`src/rtl/boot_uploader.sv`:
```
// Host-side UART boot partner: streams a ROM image to the target, requests the
// memory dump back, and counts echoed words that differ from the ROM.
module boot_uploader #(
  parameter int unsigned ADR_WIDTH         = 6,
  parameter int unsigned IMG_SIZE          = 64,
  parameter int unsigned CLKS_PER_BIT      = 868,
  parameter int unsigned RX_TIMEOUT_CYCLES = 2000000
) (
  input  logic                 clk,
  input  logic                 rst,
  input  logic                 ce,
  input  logic                 start,
  output logic [ADR_WIDTH-1:0] rom_adr,
  input  logic [15:0]          rom_data,
  output logic                 tx,
  input  logic                 rx,
  output logic                 scan_req,
  output logic                 busy,
  output logic                 done,
  output logic                 timeout,
  output logic [ADR_WIDTH:0]   err_count
);

  localparam int unsigned BIT_W = $clog2(CLKS_PER_BIT + 1);
  localparam int unsigned TMO_W = $clog2(RX_TIMEOUT_CYCLES + 1);
  localparam int unsigned ERR_W = ADR_WIDTH + 1;

  localparam logic [BIT_W-1:0]     BIT_LAST = BIT_W'(CLKS_PER_BIT - 1);
  localparam logic [BIT_W-1:0]     BIT_HALF = BIT_W'(CLKS_PER_BIT / 2);
  localparam logic [TMO_W-1:0]     TMO_LAST = TMO_W'(RX_TIMEOUT_CYCLES - 1);
  localparam logic [ADR_WIDTH-1:0] IDX_LAST = ADR_WIDTH'(IMG_SIZE - 1);
  localparam logic [ERR_W-1:0]     ERR_MAX  = ERR_W'(IMG_SIZE);

  typedef enum logic [2:0] {
    S_IDLE,
    S_FETCH,
    S_SEND_HI,
    S_SEND_LO,
    S_WAIT_ECHO,
    S_COMPARE,
    S_DONE
  } state_t;

  state_t               state;
  logic [ADR_WIDTH-1:0] idx;
  logic                 tx_sent;
  logic                 got_hi;
  logic [7:0]           echo_hi;
  logic [7:0]           echo_lo;
  logic [TMO_W-1:0]     tmo_cnt;

  logic                 tx_active;
  logic [8:0]           tx_shift;
  logic [3:0]           tx_bits;
  logic [BIT_W-1:0]     tx_clks;

  logic                 rx_meta;
  logic                 rx_s;
  logic                 rx_active;
  logic [BIT_W-1:0]     rx_cnt;
  logic [3:0]           rx_bits;
  logic [7:0]           rx_shift;
  logic [7:0]           rx_byte;
  logic                 rx_pend;

  logic                 tx_start_c;
  logic [7:0]           tx_byte_c;
  logic                 rx_take_c;

  assign tx_start_c = ce && (state == S_SEND_HI || state == S_SEND_LO) && !tx_sent && !tx_active;
  assign tx_byte_c  = (state == S_SEND_HI) ? rom_data[15:8] : rom_data[7:0];
  // Any pending byte is consumed on a ce cycle; the FSM drops it unless in WAIT_ECHO.
  assign rx_take_c  = ce && rx_pend;

  // UART transmitter: start bit, 8 data bits LSB first, stop bit; free-running timer.
  always_ff @(posedge clk or posedge rst) begin
    if (rst) begin
      tx        <= 1'b1;
      tx_active <= 1'b0;
      tx_shift  <= '0;
      tx_bits   <= '0;
      tx_clks   <= '0;
    end else if (tx_start_c) begin
      tx        <= 1'b0;
      tx_shift  <= {1'b1, tx_byte_c};
      tx_bits   <= '0;
      tx_clks   <= '0;
      tx_active <= 1'b1;
    end else if (tx_active) begin
      if (tx_clks == BIT_LAST) begin
        tx_clks <= '0;
        if (tx_bits == 4'd9) begin
          tx_active <= 1'b0;
        end else begin
          tx       <= tx_shift[0];
          tx_shift <= {1'b1, tx_shift[8:1]};
          tx_bits  <= tx_bits + 1'b1;
        end
      end else begin
        tx_clks <= tx_clks + 1'b1;
      end
    end
  end

  // UART receiver: mid-bit sampling, bytes with a low stop bit are discarded.
  always_ff @(posedge clk or posedge rst) begin
    if (rst) begin
      rx_meta   <= 1'b1;
      rx_s      <= 1'b1;
      rx_active <= 1'b0;
      rx_cnt    <= '0;
      rx_bits   <= '0;
      rx_shift  <= '0;
      rx_byte   <= '0;
      rx_pend   <= 1'b0;
    end else begin
      rx_meta <= rx;
      rx_s    <= rx_meta;
      if (rx_take_c) begin
        rx_pend <= 1'b0;
      end
      if (!rx_active) begin
        if (!rx_s) begin
          rx_active <= 1'b1;
          rx_cnt    <= BIT_HALF;
          rx_bits   <= '0;
        end
      end else if (rx_cnt != '0) begin
        rx_cnt <= rx_cnt - 1'b1;
      end else begin
        rx_cnt  <= BIT_LAST;
        rx_bits <= rx_bits + 1'b1;
        if (rx_bits == 4'd0) begin
          if (rx_s) begin
            rx_active <= 1'b0;
          end
        end else if (rx_bits == 4'd9) begin
          rx_active <= 1'b0;
          if (rx_s) begin
            rx_byte <= rx_shift;
            rx_pend <= 1'b1;
          end
        end else begin
          rx_shift <= {rx_s, rx_shift[7:1]};
        end
      end
    end
  end

  // Upload / verify sequencer; advances only on ce.
  always_ff @(posedge clk or posedge rst) begin
    if (rst) begin
      state     <= S_IDLE;
      idx       <= '0;
      tx_sent   <= 1'b0;
      got_hi    <= 1'b0;
      echo_hi   <= '0;
      echo_lo   <= '0;
      tmo_cnt   <= '0;
      rom_adr   <= '0;
      scan_req  <= 1'b0;
      busy      <= 1'b0;
      done      <= 1'b0;
      timeout   <= 1'b0;
      err_count <= '0;
    end else if (ce) begin
      case (state)
        S_IDLE, S_DONE: begin
          if (start) begin
            busy      <= 1'b1;
            done      <= 1'b0;
            timeout   <= 1'b0;
            err_count <= '0;
            idx       <= '0;
            rom_adr   <= '0;
            scan_req  <= 1'b0;
            tx_sent   <= 1'b0;
            state     <= S_FETCH;
          end
        end
        S_FETCH: begin
          rom_adr <= idx;
          state   <= S_SEND_HI;
        end
        S_SEND_HI: begin
          if (tx_start_c) begin
            tx_sent <= 1'b1;
          end else if (tx_sent && !tx_active) begin
            tx_sent <= 1'b0;
            state   <= S_SEND_LO;
          end
        end
        S_SEND_LO: begin
          if (tx_start_c) begin
            tx_sent <= 1'b1;
          end else if (tx_sent && !tx_active) begin
            tx_sent <= 1'b0;
            if (idx == IDX_LAST) begin
              idx      <= '0;
              rom_adr  <= '0;
              got_hi   <= 1'b0;
              tmo_cnt  <= '0;
              scan_req <= 1'b1;
              state    <= S_WAIT_ECHO;
            end else begin
              idx     <= idx + 1'b1;
              rom_adr <= idx + 1'b1;
              state   <= S_FETCH;
            end
          end
        end
        S_WAIT_ECHO: begin
          rom_adr <= idx;
          if (rx_pend) begin
            tmo_cnt <= '0;
            if (!got_hi) begin
              echo_hi <= rx_byte;
              got_hi  <= 1'b1;
            end else begin
              echo_lo <= rx_byte;
              got_hi  <= 1'b0;
              state   <= S_COMPARE;
            end
          end else if (tmo_cnt == TMO_LAST) begin
            timeout  <= 1'b1;
            busy     <= 1'b0;
            done     <= 1'b1;
            scan_req <= 1'b0;
            state    <= S_DONE;
          end else begin
            tmo_cnt <= tmo_cnt + 1'b1;
          end
        end
        S_COMPARE: begin
          if ({echo_hi, echo_lo} != rom_data && err_count != ERR_MAX) begin
            err_count <= err_count + 1'b1;
          end
          if (idx == IDX_LAST) begin
            busy     <= 1'b0;
            done     <= 1'b1;
            scan_req <= 1'b0;
            state    <= S_DONE;
          end else begin
            idx     <= idx + 1'b1;
            rom_adr <= idx + 1'b1;
            tmo_cnt <= '0;
            got_hi  <= 1'b0;
            state   <= S_WAIT_ECHO;
          end
        end
        default: state <= S_IDLE;
      endcase
    end
  end

endmodule

```
`config.mk`:
```
export PLATFORM = sky130hd
export DESIGN_NAME = boot_uploader
export DESIGN_NICKNAME = d
export VERILOG_FILES = /design/src/rtl/boot_uploader.sv
export SDC_FILE = /design/constraint.sdc
export NUM_CORES = 1
export LEC_CHECK = 0
export CORE_MARGIN = 1.5
export CORE_UTILIZATION = 45
export DETAILED_ROUTE_END_ITERATION = 10
export GPL_TIMING_DRIVEN = 0
export PLACE_DENSITY = 0.72
export SLEW_MARGIN = 20
export SYNTH_ARGS = -nofsm -noshare
export SYNTH_HDL_FRONTEND = slang
export SYNTH_SLANG_ARGS = --single-unit
```
`constraint.sdc`:
```
create_clock -name clk -period 4.31 [get_ports clk]
set_input_delay 0.862 -clock clk [delete_from_list [all_inputs] [get_ports clk]]
set_output_delay 0.862 -clock clk [all_outputs]
set_load 0.01 [all_outputs]
```
After elaboration in Yosys (flattened, before gate mapping):

Index checks and enable logic that the tools add are counted.

* flip-flop bits (word level): 124
* input bits: 21
* output and inout port bits: 18
* logic and storage cells: 198

* add/sub/neg operators: 7
* eq/ne operators: 32
* muxes and demuxes: 88
* bitwise operators: 4
* reductions and logical operators: 41

Operators by type and width (number)
* $mux W21: 6
* $pmux W21 S3: 1
* $mux W10: 6
* $mux W1: 36
* $mux W9: 4
* $mux W6: 5
* $mux W4: 7
* $mux W3: 9
* $pmux W6 S4: 1
* $ne A2 B2 Y1 const B: 11
* $add A21 B1 Y21 const B: 1
* $eq A21 B21 Y1 const B: 1
* $reduce_and A4 Y1: 5
* $pmux W3 S6: 1
* $pmux W6 S3: 1
* $reduce_and A6 Y1: 3
* $ne A16 B16 Y1: 1
* $mux W7: 2
* $pmux W7 S2: 1
* $reduce_and A7 Y1: 2
* $add A10 B1 Y10 const B: 1
* $eq A10 B10 Y1 const B: 1
* $reduce_and A5 Y1: 2
* $reduce_bool A10 Y1: 1
* 32 further kinds: 63

Logic depth before layout (Yosys ltp):

* depth in word-level cells: 7
* depth in mapped cells: 8
* gate-level depth less buffers: 7

Worst setup path before layout:

OpenSTA, ideal clock, no wires.

* path type: register to register
* start point: register rx_cnt[6]
* end point: register rx_byte[0]
* arrival time: 2259 ps
* data required time: 4185 ps
* path slack: 1926 ps
* cell stages (with the launch flop): 8
* path buffers: 2
* period minus slack after synthesis: 2384 ps
* path through: dfrtp_1 > or4_1 > clkbuf_2 > or4_1 > buf_2 > nor2_4 > nand4_4 > mux2_2

* longest elaborated chain between the ends: 3

RTL lines
* start, declared: line 60 `logic [BIT_W-1:0] rx_cnt;`
* start signal, assigned: line 129 `rx_cnt <= rx_cnt - 1'b1;`
* $reduce_bool A10 Y1: line 128 `end else if (rx_cnt != '0) begin`
* $not A1 Y1 (no source line)
* $reduce_and A5 Y1 (no source line)
* end signal, assigned: line 140 `rx_byte <= rx_shift;`
* end, declared: line 63 `logic [7:0] rx_byte;`

Every way passes these cells.
A chain may end at the register's enable or synchronous reset.

Worst setup path after layout:

* start point: input port ce
* end point: register tx_shift[4]

* longest elaborated chain between the ends: 5

RTL lines
* start, declared: line 11 `input logic ce,`
* $logic_and A1 B1 Y1 (*) (3 in a row): line 70 `assign tx_start_c = ce && (state == S_SEND_HI || state == S_SEND_LO) && !tx_sent && !tx_active;`
* $ne A2 B2 Y1 (no source line) / $reduce_bool A2 Y1 (equally long branches)
* $reduce_and A3 Y1 (no source line)
* end signal, assigned: line 85 `tx_shift <= {1'b1, tx_byte_c};`
* end signal, assigned: line 96 `tx_shift <= {1'b1, tx_shift[8:1]};`
* end, declared: line 53 `logic [8:0] tx_shift;`

Every way passes the cells marked *; elsewhere a longest branch is shown, timed or not.

==> summary.txt <==
clk_skew: 0.00957 ns
GRT overflow: 0
Net Count, Synth: 702
CP Max Fanout: 10
post-layout min period: 3.02 ns
CP endpoint: tx_shift[4]$_DFFE_PP0P_
antenna viol nets, final: 0
Worst VDD drop: 301 uV
pre-CTS WS: 0.918 ns
EDFF count, synth: 0
Final nets: 760
I/O pins: 39
clk buf depth: 2
initial drt markers: 467
total power draw: 3.54 mW
DR WL/cell: 16.3 um
Final Hold Vio Count: 0
Worst Path Required: 4.65 ns
Setup TNS Final: 0 ns
Max stage delay on crit path: 0.69 ns
drt pass-1 iters: 5
CP Launch Type: input pin
initial antenna violation count: 0
CTS Hold Bufs: 0
register area share after synthesis: 47.5%
Num CTS Buffers: 17
Die X-Extent: 124 um
Starting Density: 46.5%
final worst slack: 1.29 ns
Post-CTS Setup Inserts: 0
Leak: 3.26 nW
Final Max Tran Viols: 0
CP endpoint kind: register
Primary FF master, synth: dfrtp_1
core box area: 0.0140 sq mm
Placed Cells: 888
synthesis-to-finish area growth: 19.1%
first-pass GRT wire length: 25.4 mm
unrepaired setup endpoints after global routing: no
Crit path depth: 6
synth warn: 0
Yosys top cell area share: 46.3%
max-cap viol count: 0
CP bufs+invs: 1
reg-to-reg endpoint: rx_shift[5]$_DFFE_PP0P_
gp weighted congestion: 0.895
Filler Cell Count: 1209
GRT Overall Usage: 21.3%
drt total wl: 14.9 mm
R2R cell count: 5
post-place instance area: 0.00718 sq mm
gate count after technology mapping: 669
register area: 0.00311 sq mm
CTS tree: yes
post-synthesis register bit count: 124
Total Die Area: 0.0153 sq mm
Worst-Skew Late Latency: 0.42 ns
Final setup viols: 0
Clock Sinks: 124
Critical-path top delay cell: clkdlybuf4s50_1
design area: 0.00778 sq mm
Synth async-reset ratio: 100%
fin crit share: 70.1%
Ant. Diodes: 0
Site Rows: 43
largest net degree at the start of global routing: 64
final std cells w/o fill: 919
Worst slew margin: 35.4%
Hold Crit Class: reg -> reg
reg2reg setup slack: 1.65 ns
vias per cell: 5.94
DP HPWL: 10.5 mm
clk slew on worst S/H paths: 0.06 ns
dominant cell type by area after synthesis: dfrtp_1
status: completed
cell breakdown of the critical path: clkdlybuf4s50_1 -> nor4bb_1 -> a21boi_0 -> a211oi_2 -> o22ai_1 -> a21oi_1
Synth Area per Inst: 9.77 sq um
I/O Buffers: 38
area of the multi-input gates: 0.00323 sq mm
Slew @ Worst Pin: 0.961 ns
DRC violations left: 0
Die Y: 124 um
cell family with most CP delay: compound AO/OA/AOI/OAI gates
number of global-route vias before repair: 5196
Resize count post-CTS: 0
Vias: 5463
Synth area leaders: dfrtp_1, mux2_2, o21ai_0
Post-Synthesis Cell Area: 0.00654 sq mm
CP arrival: 3.36 ns
Root Buffer: clkbuf_16
hold depth: 0
Max Fclk: 331 MHz
R2R Path Start: rx_cnt[6]$_DFFE_PP0P_
final core occ: 55.4%
post-synth cell types: 65
crit path from: ce
crit path kind: in -> reg
hold_ws: 0.354 ns
share of cells above drive strength 1: 12.4%
pwr dens: 455 mW/mm^2
H-tree depth: 4
[Yosys cell counts, types with 4 or more instances]
cell type / count
nand2b_1: 5
xor2_1: 8
o31ai_1: 9
ha_1: 12
xnor2_1: 22
nor4_1: 8
o22ai_1: 10
a22o_1: 4
or3_1: 10
a21oi_1: 39
nor2b_1: 7
dfrtp_1: 121
nor2_1: 40
nor3_1: 20
and3_1: 5
a31oi_1: 15
o21ai_0: 55
nand2_1: 57
a21o_1: 6
clkbuf_1: 20
nand4_1: 14
a41oi_1: 4
or4_1: 5
mux2_2: 41
o311ai_0: 7
nand3_1: 28
or2_2: 5
inv_1: 29
[worst min-delay path by stage]
| stage | startpoint | endpoint |
|---|---|---|
| 2_1_floorplan | rx_meta$_DFF_PP1_ | rx_s$_DFF_PP1_ |
| 3_3_place_gp | rx_meta$_DFF_PP1_ | rx_s$_DFF_PP1_ |
| 3_5_place_dp | rx_meta$_DFF_PP1_ | rx_s$_DFF_PP1_ |
| 4_1_cts | rx_meta$_DFF_PP1_ | rx_s$_DFF_PP1_ |
| 5_1_grt | rx_meta$_DFF_PP1_ | rx_s$_DFF_PP1_ |
| 6_report | rx_meta$_DFF_PP1_ | rx_s$_DFF_PP1_ |
[final cells by class]
class	count	share of cell area, %
tap	180	2.89
timing repair buffer	39	5.24
clock buffer	19	5.69
multi-input combinational	492	41.5
clock inverter	12	2.07
sequential	124	39.9
inverter	29	1.46
buffer	24	1.19
[metal layers]
layer	share of wire [%]	global-route usage [%]	routed length (um)
met1	46	28.4	6910
met2	48	33.9	7100
met3	4.7	5.67	708
met4	1.5	7.04	226
met5	0	0	0
[where the power goes]
group	leakage, nW	total [mW]	internal, mW	switching (mW)
sequential	1.62	1.43	1.30	0.129
clock	0.286	1.46	0.926	0.536
combinational	1.36	0.652	0.288	0.364
[cells by family after synthesis]
family	after synthesis	share of synthesized area, %
XOR/XNOR	30	4.02
adder cells (fa/ha/maj)	12	2.30
multiplexers	44	7.52
AND/OR/NAND/NOR	224	17.9
flip-flops	124	47.5
buffers and inverters	53	3.08
AO/OA/AOI/OAI	182	17.7
[worst reg2reg max path: stages, from the launching register on]
cell      delay (ns)
dfrtp_1         0.42
or4_1           0.54
clkbuf_2        0.17
nor4_1          0.73
o21ai_2         0.32
mux2_2          0.36
[cell usage in the layout (no fill, tap or decap), drive strengths merged, types with 10 or more instances in the layout]
cell type and instances:
a31oi 15, dfrtp 121, nand2 57, nand4 15, clkbuf 40, nor2 41, or3 10, nor3 20
ha 12, clkdlybuf4s50 38, o21ai 57, o22ai 10, xnor2 22, a21oi 39, nand3 28, inv 32
mux2 41
[registers in the layout (all words and copies together), names as in the netlist, 8 cells and up]
register and cells:
tmo_cnt 21, rx_cnt 10, tx_clks 10, tx_shift 9, echo_hi 8, echo_lo 8, rx_byte 8, rx_shift 8
Power figures use the tool's default switching activity.
